$ cat src/rtl/pipe_pkg.sv
// Shared encodings for the ID/EX stage: ALU codes, opcode/funct values,
// operand-select enums and the registered control bundle.
package pipe_pkg;

   localparam int OP_W     = 6;
   localparam int FN_W     = 6;
   localparam int ALUCTL_W = 4;

   localparam logic [ALUCTL_W-1:0] ALU_AND = 4'd0;
   localparam logic [ALUCTL_W-1:0] ALU_OR  = 4'd1;
   localparam logic [ALUCTL_W-1:0] ALU_ADD = 4'd2;
   localparam logic [ALUCTL_W-1:0] ALU_SLL = 4'd3;
   localparam logic [ALUCTL_W-1:0] ALU_SRL = 4'd4;
   localparam logic [ALUCTL_W-1:0] ALU_SRA = 4'd5;
   localparam logic [ALUCTL_W-1:0] ALU_SUB = 4'd6;
   localparam logic [ALUCTL_W-1:0] ALU_SLT = 4'd7;
   localparam logic [ALUCTL_W-1:0] ALU_EQ  = 4'd8;
   localparam logic [ALUCTL_W-1:0] ALU_XOR = 4'd12;

   localparam logic [OP_W-1:0] OP_RTYPE = 6'h00;
   localparam logic [OP_W-1:0] OP_BEQ   = 6'h04;
   localparam logic [OP_W-1:0] OP_ADDI  = 6'h08;
   localparam logic [OP_W-1:0] OP_ADDIU = 6'h09;
   localparam logic [OP_W-1:0] OP_SLTI  = 6'h0A;
   localparam logic [OP_W-1:0] OP_ANDI  = 6'h0C;
   localparam logic [OP_W-1:0] OP_ORI   = 6'h0D;
   localparam logic [OP_W-1:0] OP_XORI  = 6'h0E;
   localparam logic [OP_W-1:0] OP_LUI   = 6'h0F;
   localparam logic [OP_W-1:0] OP_LW    = 6'h23;
   localparam logic [OP_W-1:0] OP_SW    = 6'h2B;

   localparam logic [FN_W-1:0] FN_SLL  = 6'h00;
   localparam logic [FN_W-1:0] FN_SRL  = 6'h02;
   localparam logic [FN_W-1:0] FN_SRA  = 6'h03;
   localparam logic [FN_W-1:0] FN_ADD  = 6'h20;
   localparam logic [FN_W-1:0] FN_ADDU = 6'h21;
   localparam logic [FN_W-1:0] FN_SUB  = 6'h22;
   localparam logic [FN_W-1:0] FN_SUBU = 6'h23;
   localparam logic [FN_W-1:0] FN_AND  = 6'h24;
   localparam logic [FN_W-1:0] FN_OR   = 6'h25;
   localparam logic [FN_W-1:0] FN_XOR  = 6'h26;
   localparam logic [FN_W-1:0] FN_SLT  = 6'h2A;

   typedef enum logic [1:0] {ASEL_RS, ASEL_RT, ASEL_IMM} asel_e;
   typedef enum logic [1:0] {BSEL_RT, BSEL_SHAMT, BSEL_IMM, BSEL_C16} bsel_e;
   typedef enum logic {EXT_ZERO, EXT_SIGN} ext_e;

   typedef struct packed {
      logic regwrite;
      logic memread;
      logic memwrite;
      logic memtoreg;
      logic branch;
   } ctl_t;

endpackage

$ cat src/rtl/alu_ctl_dec.sv
// Combinational opcode/funct decoder: ALU code, operand selects, immediate
// extension mode, control bundle and an illegal-encoding flag.
module alu_ctl_dec
   import pipe_pkg::*;
(
   input  logic [OP_W-1:0]     opcode,
   input  logic [FN_W-1:0]     funct,
   output logic [ALUCTL_W-1:0] aluctl,
   output asel_e               a_sel,
   output bsel_e               b_sel,
   output ext_e                ext_mode,
   output logic                dest_rd,
   output ctl_t                ctl,
   output logic                illegal
);

   always_comb begin
      aluctl   = ALU_ADD;
      a_sel    = ASEL_RS;
      b_sel    = BSEL_RT;
      ext_mode = EXT_SIGN;
      dest_rd  = 1'b0;
      ctl      = '0;
      illegal  = 1'b0;
      if (opcode == OP_RTYPE) begin
         dest_rd      = 1'b1;
         ctl.regwrite = 1'b1;
         case (funct)
            FN_ADD, FN_ADDU: aluctl = ALU_ADD;
            FN_SUB, FN_SUBU: aluctl = ALU_SUB;
            FN_AND:          aluctl = ALU_AND;
            FN_OR:           aluctl = ALU_OR;
            FN_XOR:          aluctl = ALU_XOR;
            FN_SLT:          aluctl = ALU_SLT;
            // Shifts take the value from rt and the amount from shamt.
            FN_SLL: begin aluctl = ALU_SLL; a_sel = ASEL_RT; b_sel = BSEL_SHAMT; end
            FN_SRL: begin aluctl = ALU_SRL; a_sel = ASEL_RT; b_sel = BSEL_SHAMT; end
            FN_SRA: begin aluctl = ALU_SRA; a_sel = ASEL_RT; b_sel = BSEL_SHAMT; end
            default: begin illegal = 1'b1; ctl = '0; end
         endcase
      end else begin
         b_sel = BSEL_IMM;
         case (opcode)
            OP_ADDI, OP_ADDIU: begin aluctl = ALU_ADD; ctl.regwrite = 1'b1; end
            OP_SLTI: begin aluctl = ALU_SLT; ctl.regwrite = 1'b1; end
            OP_ANDI: begin aluctl = ALU_AND; ext_mode = EXT_ZERO; ctl.regwrite = 1'b1; end
            OP_ORI:  begin aluctl = ALU_OR;  ext_mode = EXT_ZERO; ctl.regwrite = 1'b1; end
            OP_XORI: begin aluctl = ALU_XOR; ext_mode = EXT_ZERO; ctl.regwrite = 1'b1; end
            // lui is executed as imm16 << 16 on the shifter.
            OP_LUI: begin
               aluctl       = ALU_SLL;
               a_sel        = ASEL_IMM;
               b_sel        = BSEL_C16;
               ext_mode     = EXT_ZERO;
               ctl.regwrite = 1'b1;
            end
            OP_LW: begin
               aluctl       = ALU_ADD;
               ctl.memread  = 1'b1;
               ctl.memtoreg = 1'b1;
               ctl.regwrite = 1'b1;
            end
            OP_SW:  begin aluctl = ALU_ADD; ctl.memwrite = 1'b1; end
            OP_BEQ: begin aluctl = ALU_EQ; b_sel = BSEL_RT; ctl.branch = 1'b1; end
            default: illegal = 1'b1;
         endcase
      end
   end

endmodule

$ cat src/rtl/id_ex_stage.sv
// ID/EX pipeline register: decode, operand forwarding and selection, with
// stall (hold), flush (bubble) and a one-cycle illegal-encoding pulse.
module id_ex_stage
   import pipe_pkg::*;
#(
   parameter int XLEN   = 32,
   parameter int REG_AW = 5
) (
   input  logic                clk,
   input  logic                rst,
   input  logic                id_valid,
   input  logic [OP_W-1:0]     id_opcode,
   input  logic [FN_W-1:0]     id_funct,
   input  logic [4:0]          id_shamt,
   input  logic [15:0]         id_imm16,
   input  logic [REG_AW-1:0]   id_rs,
   input  logic [REG_AW-1:0]   id_rt,
   input  logic [REG_AW-1:0]   id_rd,
   input  logic [XLEN-1:0]     id_rs_val,
   input  logic [XLEN-1:0]     id_rt_val,
   input  logic                exmem_regwrite,
   input  logic [REG_AW-1:0]   exmem_rd,
   input  logic [XLEN-1:0]     exmem_result,
   input  logic                memwb_regwrite,
   input  logic [REG_AW-1:0]   memwb_rd,
   input  logic [XLEN-1:0]     memwb_result,
   input  logic                stall,
   input  logic                flush,
   output logic                ex_valid,
   output logic [ALUCTL_W-1:0] ex_aluctl,
   output logic [XLEN-1:0]     ex_a,
   output logic [XLEN-1:0]     ex_b,
   output logic [XLEN-1:0]     ex_store_data,
   output logic [REG_AW-1:0]   ex_dest,
   output logic                ex_regwrite,
   output logic                ex_memread,
   output logic                ex_memwrite,
   output logic                ex_memtoreg,
   output logic                ex_branch,
   output logic                ex_illegal
);

   logic [ALUCTL_W-1:0] dec_aluctl;
   asel_e               dec_a_sel;
   bsel_e               dec_b_sel;
   ext_e                dec_ext;
   logic                dec_dest_rd;
   ctl_t                dec_ctl;
   logic                dec_illegal;

   alu_ctl_dec u_dec (
      .opcode   (id_opcode),
      .funct    (id_funct),
      .aluctl   (dec_aluctl),
      .a_sel    (dec_a_sel),
      .b_sel    (dec_b_sel),
      .ext_mode (dec_ext),
      .dest_rd  (dec_dest_rd),
      .ctl      (dec_ctl),
      .illegal  (dec_illegal)
   );

   // Youngest producer wins; register 0 is hardwired and never forwarded.
   function automatic logic [XLEN-1:0] fwd_sel(
      input logic [REG_AW-1:0] src,    input logic [XLEN-1:0] rf_val,
      input logic              em_we,  input logic [REG_AW-1:0] em_rd, input logic [XLEN-1:0] em_val,
      input logic              mw_we,  input logic [REG_AW-1:0] mw_rd, input logic [XLEN-1:0] mw_val);
      if (src == '0)                 return rf_val;
      if (em_we && (em_rd == src))   return em_val;
      if (mw_we && (mw_rd == src))   return mw_val;
      return rf_val;
   endfunction

   logic [XLEN-1:0]   rs_fwd, rt_fwd, imm_ext, a_mux, b_mux;
   logic [REG_AW-1:0] dest_mux;

   always_comb begin
      rs_fwd  = fwd_sel(id_rs, id_rs_val, exmem_regwrite, exmem_rd, exmem_result,
                        memwb_regwrite, memwb_rd, memwb_result);
      rt_fwd  = fwd_sel(id_rt, id_rt_val, exmem_regwrite, exmem_rd, exmem_result,
                        memwb_regwrite, memwb_rd, memwb_result);
      imm_ext = (dec_ext == EXT_SIGN) ? {{(XLEN-16){id_imm16[15]}}, id_imm16}
                                      : {{(XLEN-16){1'b0}}, id_imm16};
      case (dec_a_sel)
         ASEL_RS: a_mux = rs_fwd;
         ASEL_RT: a_mux = rt_fwd;
         default: a_mux = imm_ext;
      endcase
      case (dec_b_sel)
         BSEL_RT:    b_mux = rt_fwd;
         BSEL_SHAMT: b_mux = {{(XLEN-5){1'b0}}, id_shamt};
         BSEL_IMM:   b_mux = imm_ext;
         default:    b_mux = XLEN'(16);
      endcase
      dest_mux = dec_dest_rd ? id_rd : id_rt;
   end

   logic                valid_q,   valid_d;
   logic [ALUCTL_W-1:0] aluctl_q,  aluctl_d;
   logic [XLEN-1:0]     a_q,       a_d;
   logic [XLEN-1:0]     b_q,       b_d;
   logic [XLEN-1:0]     store_q,   store_d;
   logic [REG_AW-1:0]   dest_q,    dest_d;
   ctl_t                ctl_q,     ctl_d;
   logic                illegal_q, illegal_d;

   always_comb begin
      valid_d   = valid_q;
      aluctl_d  = aluctl_q;
      a_d       = a_q;
      b_d       = b_q;
      store_d   = store_q;
      dest_d    = dest_q;
      ctl_d     = ctl_q;
      illegal_d = illegal_q;
      // Bubbles clear valid and control only; the datapath keeps its last value.
      if (flush || (!stall && (!id_valid || dec_illegal))) begin
         valid_d   = 1'b0;
         ctl_d     = '0;
         illegal_d = !flush && id_valid && dec_illegal;
      end else if (!stall) begin
         valid_d      = 1'b1;
         aluctl_d     = dec_aluctl;
         a_d          = a_mux;
         b_d          = b_mux;
         store_d      = rt_fwd;
         dest_d       = dest_mux;
         ctl_d        = dec_ctl;
         ctl_d.regwrite = dec_ctl.regwrite && (dest_mux != '0);
         illegal_d    = 1'b0;
      end
   end

   always_ff @(posedge clk) begin
      if (rst) begin
         valid_q   <= 1'b0;
         aluctl_q  <= '0;
         a_q       <= '0;
         b_q       <= '0;
         store_q   <= '0;
         dest_q    <= '0;
         ctl_q     <= '0;
         illegal_q <= 1'b0;
      end else begin
         valid_q   <= valid_d;
         aluctl_q  <= aluctl_d;
         a_q       <= a_d;
         b_q       <= b_d;
         store_q   <= store_d;
         dest_q    <= dest_d;
         ctl_q     <= ctl_d;
         illegal_q <= illegal_d;
      end
   end

   assign ex_valid      = valid_q;
   assign ex_aluctl     = aluctl_q;
   assign ex_a          = a_q;
   assign ex_b          = b_q;
   assign ex_store_data = store_q;
   assign ex_dest       = dest_q;
   assign ex_regwrite   = ctl_q.regwrite;
   assign ex_memread    = ctl_q.memread;
   assign ex_memwrite   = ctl_q.memwrite;
   assign ex_memtoreg   = ctl_q.memtoreg;
   assign ex_branch     = ctl_q.branch;
   assign ex_illegal    = illegal_q;

endmodule

$ cat config.mk
export PLATFORM = sky130hd
export DESIGN_NAME = id_ex_stage
export DESIGN_NICKNAME = d
export VERILOG_FILES = /design/src/rtl/pipe_pkg.sv /design/src/rtl/alu_ctl_dec.sv /design/src/rtl/id_ex_stage.sv
export SDC_FILE = /design/constraint.sdc
export NUM_CORES = 1
export LEC_CHECK = 0
export BUFFER_PORTS_ARGS = -buffer_cell sky130_fd_sc_hd__buf_2
export CORE_MARGIN = 2
export CORE_UTILIZATION = 44
export CTS_BUF_LIST = sky130_fd_sc_hd__clkbuf_16
export CTS_CLUSTER_SIZE = 28
export DETAILED_ROUTE_END_ITERATION = 7
export HOLD_SLACK_MARGIN = 0.08
export PLACE_DENSITY_LB_ADDON = 0.15
export REMOVE_ABC_BUFFERS = 1
export SLEW_MARGIN = 10
export SYNTH_ARGS = -nofsm -noshare
export SYNTH_HDL_FRONTEND = slang
export SYNTH_SLANG_ARGS = --single-unit
$ cat constraint.sdc
create_clock -name clk -period 2.11 [get_ports clk]
set_input_delay 0.1055 -clock clk [delete_from_list [all_inputs] [get_ports clk]]
set_output_delay 0.1055 -clock clk [all_outputs]
set_load 0.005 [all_outputs]
==> results.py, run 1 <==
metrics = {
    "timing": {
        "drv_slew": 0,
        "min_period_over_period_pct": 90.0,
        "post-route-min-period_ns": 1.90,
        "skew_ns": 0,
        "worst-slew-pin-transition_ns": 1.09,
        "setup_slack_ns": 0.211,
        "relSlewSlack_pct": 27.3,
        "setup_viol": 0,
        "final_hold_viol_count": 0,
        "max_freq_ghz": 0.527,
        "hold_ws_ns": 0.0852,
        "rsz0062_at_grt": "no",
        "setup_tns_ns": 0,
    },
    "cells_and_area": {
        "layout.nets": 1390,
        "fin_cells": 1415,
        "final_cell_area_um2": 9720,
        "fin_util_pct": 63.5,
        "drive_gt1_share_pct": 35.5,
        "syn2layout_area_growth_pct": 40.4,
    },
    "power_and_ir_drop": {
        "seq_power_share_pct": 45.0,
        "total_power_mw": 4.76,
        "cellPowerDensity_nw_per_um2": 490,
        "p_leak_nw": 4.07,
        "peakVddDrop_mv": 0.403,
        "p_sw_share_pct": 27.7,
        "pwr-share-comb_pct": 18.4,
        "p_int_mw": 3.44,
        "p_switching_mw": 1.32,
        "pwr-share-clk_pct": 36.5,
    },
    "detailed_routing": {
        "ant_nets": 0,
        "drc": 0,
        "vias": 8859,
        "drt_iter0_drc": 747,
        "wl_per_cell_um": 20.3,
        "drtPass1Iterations": 5,
        "routed_via_density": 6.26,
        "totalWireLength_mm": 28.7,
    },
    "clocking": {
        "clk_pin_slew_ns": 0.08,
        "clockBufferDepth": 2,
        "cts_tree": "done",
        "insertion_delay_ns": 0.36,
        "cts_hold_buf": 28,
        "cts_root_buf": "clkbuf_16",
        "numCtsBuffers": 9,
        "post_cts_buffers": 0,
        "htreeDepth": 3,
        "cts_resized": 0,
        "cts_sinks": 111,
    },
    "placement": {
        "port_buffers": 304,
        "place_hpwl_mm": 20.9,
        "dp_cells": 1369,
        "post_dp_cell_area_um2": 9150,
        "post-place-ws_ns": -0.125,
        "gp_congestion": 0.875,
    },
    "setup_path": {
        "crit_required_ns": 2.38,
        "end_kind": "flop",
        "cp.arrival_ns": 2.17,
        "cp-start-kind": "input pin",
        "path_max_fanout": 11,
        "path_class": "in2reg",
    },
    "yosys": {
        "syn-instance-count": 858,
        "ys_warn_count": 0,
        "ys.flop_type": "dfxtp_1",
        "synthArstFlopShare_pct": 0,
        "synth_cell_type_count": 65,
        "synth_edf_count": 0,
        "avgSynthCellArea_um2": 8.07,
        "synth-seq-cells": 111,
        "synth_seq_area_share_pct": 32.1,
        "syn_area_um2": 6920,
    },
    "global_route": {
        "grt_pass1_wl_mm": 43.5,
        "grt_max_degree": 51,
        "antenna_found_initial": 3,
        "grt_overflow": 0,
        "grt_pass1_vias": 8375,
        "grt_util_all_layers_pct": 32.9,
    },
    "job": {
        "drv_cap": 0,
    },
    "floorplanning": {
        "initial_core_util_pct": 45.2,
        "dieWidth_um": 129,
        "core_um2": 15300,
        "die_h_um": 129,
        "rows": 45,
        "ios": 305,
        "dieArea_um2": 16800,
    },
    "status": {
        "status": "finished, final reports clean",
    },
    "hold_path": {
        "hp-class": "in2reg",
    },
}
## registers in the layout, summed over array words and instances (netlist names)
| name | count |
|---|---|
| ex_memread | 1 |
| ex_store_data | 32 |
| ex_valid | 1 |
| ex_aluctl | 4 |
| ex_b | 32 |
| ex_regwrite | 1 |
| ex_branch | 1 |
| ex_illegal | 1 |
| ex_memwrite | 1 |
| ex_a | 32 |
| ex_dest | 5 |
## Yosys cell counts, drive strengths merged, types with 11 or more instances
cell type | count | area (µm²)
a32oi | 28 | 245
inv | 12 | 45.0
o21bai | 13 | 97.6
a221oi | 30 | 263
a21oi | 78 | 390
a31oi | 28 | 175
a22o | 24 | 210
dfxtp | 111 | 2220
o22a | 11 | 96.3
buf | 23 | 121
a211oi | 19 | 143
nand3 | 37 | 185
nor2 | 61 | 229
o221ai | 66 | 578
o21a | 13 | 97.6
nand2 | 64 | 243
and3 | 11 | 68.8
nor3 | 25 | 136
clkbuf | 72 | 270
## worst max-delay path, cell delays in order
cell and delay [ns]:
buf_2 0.12, buf_4 0.14, buf_4 0.15, and3_1 0.17, and3_1 0.23, nor2_1 0.83, a32oi_1 0.14, a211oi_1 0.27
## per-layer routing
metal  global-route usage (%)  part of all wire (%)  up-vias
met3                     7.35                    10       81
met2                     55.0                    47      539
met1                     41.0                    39     4141
met5                        0                 0.024        -
met4                     14.0                   3.0        2
li1                         -                     -     4096
## power groups by stage
| stage | logic [mW] | registers, mW | clock network (mW) |
|---|---|---|---|
| after CTS | 0.861 | 2.14 | 1.74 |
| after floorplan | 0.308 | 2.19 | 0 |
| after global routing | 0.945 | 2.15 | 1.81 |
| after global placement | 0.812 | 2.19 | 0 |
| final | 0.878 | 2.14 | 1.74 |
| after detailed placement | 0.817 | 2.19 | 0 |
## placed cells by master, fill, tap and decap left out, types with 5 or more instances in the layout
cell type / n
o22a_1: 11
buf_4: 83
o21bai_1: 13
o21a_1: 13
nor2_1: 60
a211oi_1: 19
nand3_1: 37
a221oi_1: 30
nand2_1: 63
a32oi_1: 28
a41oi_1: 8
o31a_1: 7
o21ai_0: 6
a31oi_1: 28
o41ai_1: 6
xnor2_1: 10
dfxtp_1: 111
o221ai_1: 66
xor2_1: 10
a21oi_1: 77
dlygate4sd3_1: 28
a2bb2oi_1: 7
nor3_1: 22
and3_1: 11
clkbuf_16: 9
inv_1: 12
a311oi_1: 10
buf_12: 9
and2_1: 5
mux2i_1: 5
a22o_1: 24
buf_2: 303
## path summary, 6_finish.rpt
path / to / slack [ns] / from / cells past startpoint
worst max register to register: ex_a[18]$_SDFFE_PP0P_ / 1.21 / ex_a[18]$_SDFFE_PP0P_ / 3
worst max-delay path: ex_b[13]$_SDFFE_PP0P_ / 0.21 / id_opcode[0] / 8
worst min-delay path: ex_b[3]$_SDFFE_PP0P_ / 0.09 / id_rt_val[3] / 3
worst min register to register: ex_store_data[18]$_SDFFE_PP0P_ / 0.46 / ex_store_data[18]$_SDFFE_PP0P_ / 2
## area by class of cell
class | instances | area [µm²]
fill | 1449 | 5590
multi-input combinational | 640 | 4300
timing repair buffer | 423 | 2600
clock inverter | 6 | 61.3
sequential | 111 | 2220
antenna | 3 | 7.51
tap | 211 | 264
inverter | 12 | 45.0
clock buffer | 9 | 225
## logic make-up after synthesis
kind of cell	after synthesis	synth area share, %
AO/OA/AOI/OAI	380	41.7
flip-flops	111	32.1
buffers and inverters	107	6.31
AND/OR/NAND/NOR	235	16.6
XOR/XNOR	20	2.53
multiplexers	5	0.723
Note: power is estimated with default switching activity, not from simulation.
==> run 2: changes to the inputs <==
--- a/config.mk
+++ b/config.mk
@@ -5,7 +5,7 @@
 export SDC_FILE = /design/constraint.sdc
 export NUM_CORES = 1
 export LEC_CHECK = 0
-export BUFFER_PORTS_ARGS = -buffer_cell sky130_fd_sc_hd__buf_2
+export BUFFER_PORTS_ARGS = -buffer_cell sky130_fd_sc_hd__clkbuf_2
 export CORE_MARGIN = 2
 export CORE_UTILIZATION = 44
 export CTS_BUF_LIST = sky130_fd_sc_hd__clkbuf_16
@@ -17,4 +17,5 @@
 export SLEW_MARGIN = 10
 export SYNTH_ARGS = -nofsm -noshare
 export SYNTH_HDL_FRONTEND = slang
+export SYNTH_HIERARCHICAL = 1
 export SYNTH_SLANG_ARGS = --single-unit
==> results.py, run 2 <==
metrics = {
    "yosys": {
        "ys_warn_count": 6,
        "synth_seq_area_share_pct": 32.3,
        "synthArstFlopShare_pct": 0,
        "ys.flop_type": "dfxtp_1",
        "synth_most_common_cell": "dfxtp_1",
        "synth_common_cells": "dfxtp_1, nor2_1, nand2_1, clkbuf_1, a31oi_1",
        "synthTopCellsByArea": "dfxtp_1, nor2_1, o221ai_1, a211oi_1, nand2_1",
        "synth-seq-cells": 112,
        "synth_edf_count": 0,
        "yosys.area.top_type": "dfxtp_1",
        "syn-instance-count": 861,
        "avgSynthCellArea_um2": 8.06,
        "yosysTopAreaCellShare_pct": 32.3,
        "synth_cell_type_count": 68,
        "syn_area_um2": 6940,
    },
    "detailed_routing": {
        "totalWireLength_mm": 30.9,
        "ant_nets": 0,
        "vias": 8977,
        "drc": 0,
        "wl_per_cell_um": 21.2,
        "routed_via_density": 6.14,
        "drt_iter0_drc": 791,
        "drtPass1Iterations": 6,
    },
    "power_and_ir_drop": {
        "peakVddDrop_mv": 0.365,
        "cellPowerDensity_nw_per_um2": 458,
        "p_leak_nw": 4.21,
    },
    "setup_path": {
        "end_kind": "flop",
        "crit_required_ns": 2.33,
        "path_max_fanout": 16,
        "cp-start-kind": "input pin",
        "path_class": "in2reg",
        "cp.arrival_ns": 2.33,
    },
    "global_route": {
        "grt_pass1_wl_mm": 46.0,
        "grt_overflow": 0,
        "grt_pass1_vias": 8523,
        "grt_util_all_layers_pct": 35.2,
        "grt_max_degree": 99,
        "antenna_found_initial": 2,
    },
    "clocking": {
        "cts_tree": "done",
        "insertion_delay_ns": 0.35,
        "cts_root_buf": "clkbuf_16",
        "clk_pin_slew_ns": 0.07,
        "htreeDepth": 3,
        "clockBufferDepth": 2,
        "numCtsBuffers": 9,
        "cts_sinks": 112,
    },
    "timing": {
        "rsz0062_at_grt": "yes",
        "setup_tns_ns": -0.000902,
        "skew_ns": 0,
        "setup_viol": 1,
        "final_hold_viol_count": 0,
        "setup_slack_ns": -0.000902,
        "min_period_over_period_pct": 100,
        "worst-slew-pin-transition_ns": 0.740,
        "relSlewSlack_pct": 50.6,
        "max_freq_ghz": 0.474,
        "drv_slew": 0,
        "post-route-min-period_ns": 2.11,
    },
    "cells_and_area": {
        "layout.nets": 1438,
        "syn2layout_area_growth_pct": 49.0,
        "mostFrequentLayoutCells": "clkbuf_2, dfxtp_1, nor2_1",
        "fin_util_pct": 67.5,
        "drive_gt1_share_pct": 38.6,
        "final_common_cell": "clkbuf_2",
    },
    "job": {
        "drv_cap": 0,
    },
    "floorplanning": {
        "core_um2": 15300,
        "initial_core_util_pct": 45.3,
        "dieWidth_um": 130,
        "die_h_um": 130,
        "ios": 305,
        "dieArea_um2": 16800,
        "rows": 45,
    },
    "placement": {
        "gp_congestion": 0.912,
        "place_hpwl_mm": 21.5,
        "port_buffers": 304,
    },
    "hold_path": {
        "hp-class": "in2reg",
    },
    "status": {
        "status": "finished, violations left",
        "failed_checks": "negative setup slack",
    },
}
==> run 2: per-layer routing <==
layer,vias to the layer above,track usage (%),wire [µm]
met2,607,59.3,14600
met1,4159,42.5,11900
met5,-,0,0
li1,4119,-,-
met3,92,8.05,3300
met4,0,16.4,1180
==> run 2: cell type report <==
class,count,area (µm²)
clock inverter,6,37.5
tap,211,264
multi-input combinational,647,4420
timing repair buffer,455,3060
clock buffer,9,225
fill,1335,4980
antenna,2,5.00
inverter,20,75.1
sequential,112,2240
==> run 2: logic make-up after synthesis <==
family	count (synthesis)	synth area share (%)
muxes	10	1.44
xor gates and xnor gates	20	2.53
AOI/OAI and AO/OA	348	38.1
buffers and inverters	102	6.48
DFF	112	32.3
and+or+nand+nor	268	19.0
adders and majority gates	1	0.162
==> run 2: timing repair <==
item / 4_1_cts / 5_1_grt
cloned: 1 / 3
pin swaps: 14 / 12
hold buffers: 41 / 0
setup endpoints to repair: 65 / 63
gates resized for setup: 17 / 38
setup buffers: 7 / 2
endpoints found under the hold margin: 29 / 0
==> run 2: stage by stage <==
| step | power [mW] | hold WS (ns) | setup slack, ns | cells | cell area [µm²] |
|---|---|---|---|---|---|
| final | 4.73 | 0.0936 | -0.000902 | 1462 | 10300 |
| after global routing | 4.90 | 0.104 | -0.0960 | 1462 | 10300 |
| after CTS | 4.71 | 0.0909 | -0.0118 | 1455 | 10200 |
| after detailed placement | 3.06 | 0.353 | -0.711 | 1391 | 9300 |
| after global placement | 3.06 | 0.349 | -0.636 | 1391 | 9300 |
| after floorplan | 2.53 | 0.175 | -6.29 | 779 | 6560 |
==> run 2: critical path: stages <==
cell,delay (ns)
clkbuf_2,0.09
buf_4,0.16
nor2_1,0.10
nor2_1,0.06
o21ai_2,0.17
a22oi_2,0.11
or4b_4,0.58
a31oi_4,0.22
buf_6,0.15
nand3b_2,0.11
buf_12,0.18
o221ai_1,0.19
a211oi_1,0.09
==> run 2: final timing paths <==
check                            startpoint                         to  slack [ns]  depth (start not counted)
hold / removal                id_rs_val[11]      ex_a[11]$_SDFFE_PP0P_        0.09                          3
setup / recovery                id_funct[0]      ex_a[17]$_SDFFE_PP0P_     -0.0009                         13
setup reg to reg      ex_b[24]$_SDFFE_PP0P_      ex_b[24]$_SDFFE_PP0P_        1.24                          2
hold reg to reg   ex_aluctl[0]$_SDFFE_PP0P_  ex_aluctl[0]$_SDFFE_PP0P_        0.46                          2
==> run 2: report_power, final <==
group	leakage, nW	total (mW)	switching (mW)	internal, mW
sequential	0.905	2.18	0.0239	2.15
combinational	3.17	0.941	0.505	0.436
clock	0.126	1.61	0.821	0.791
total	4.21	4.73	1.35	3.38
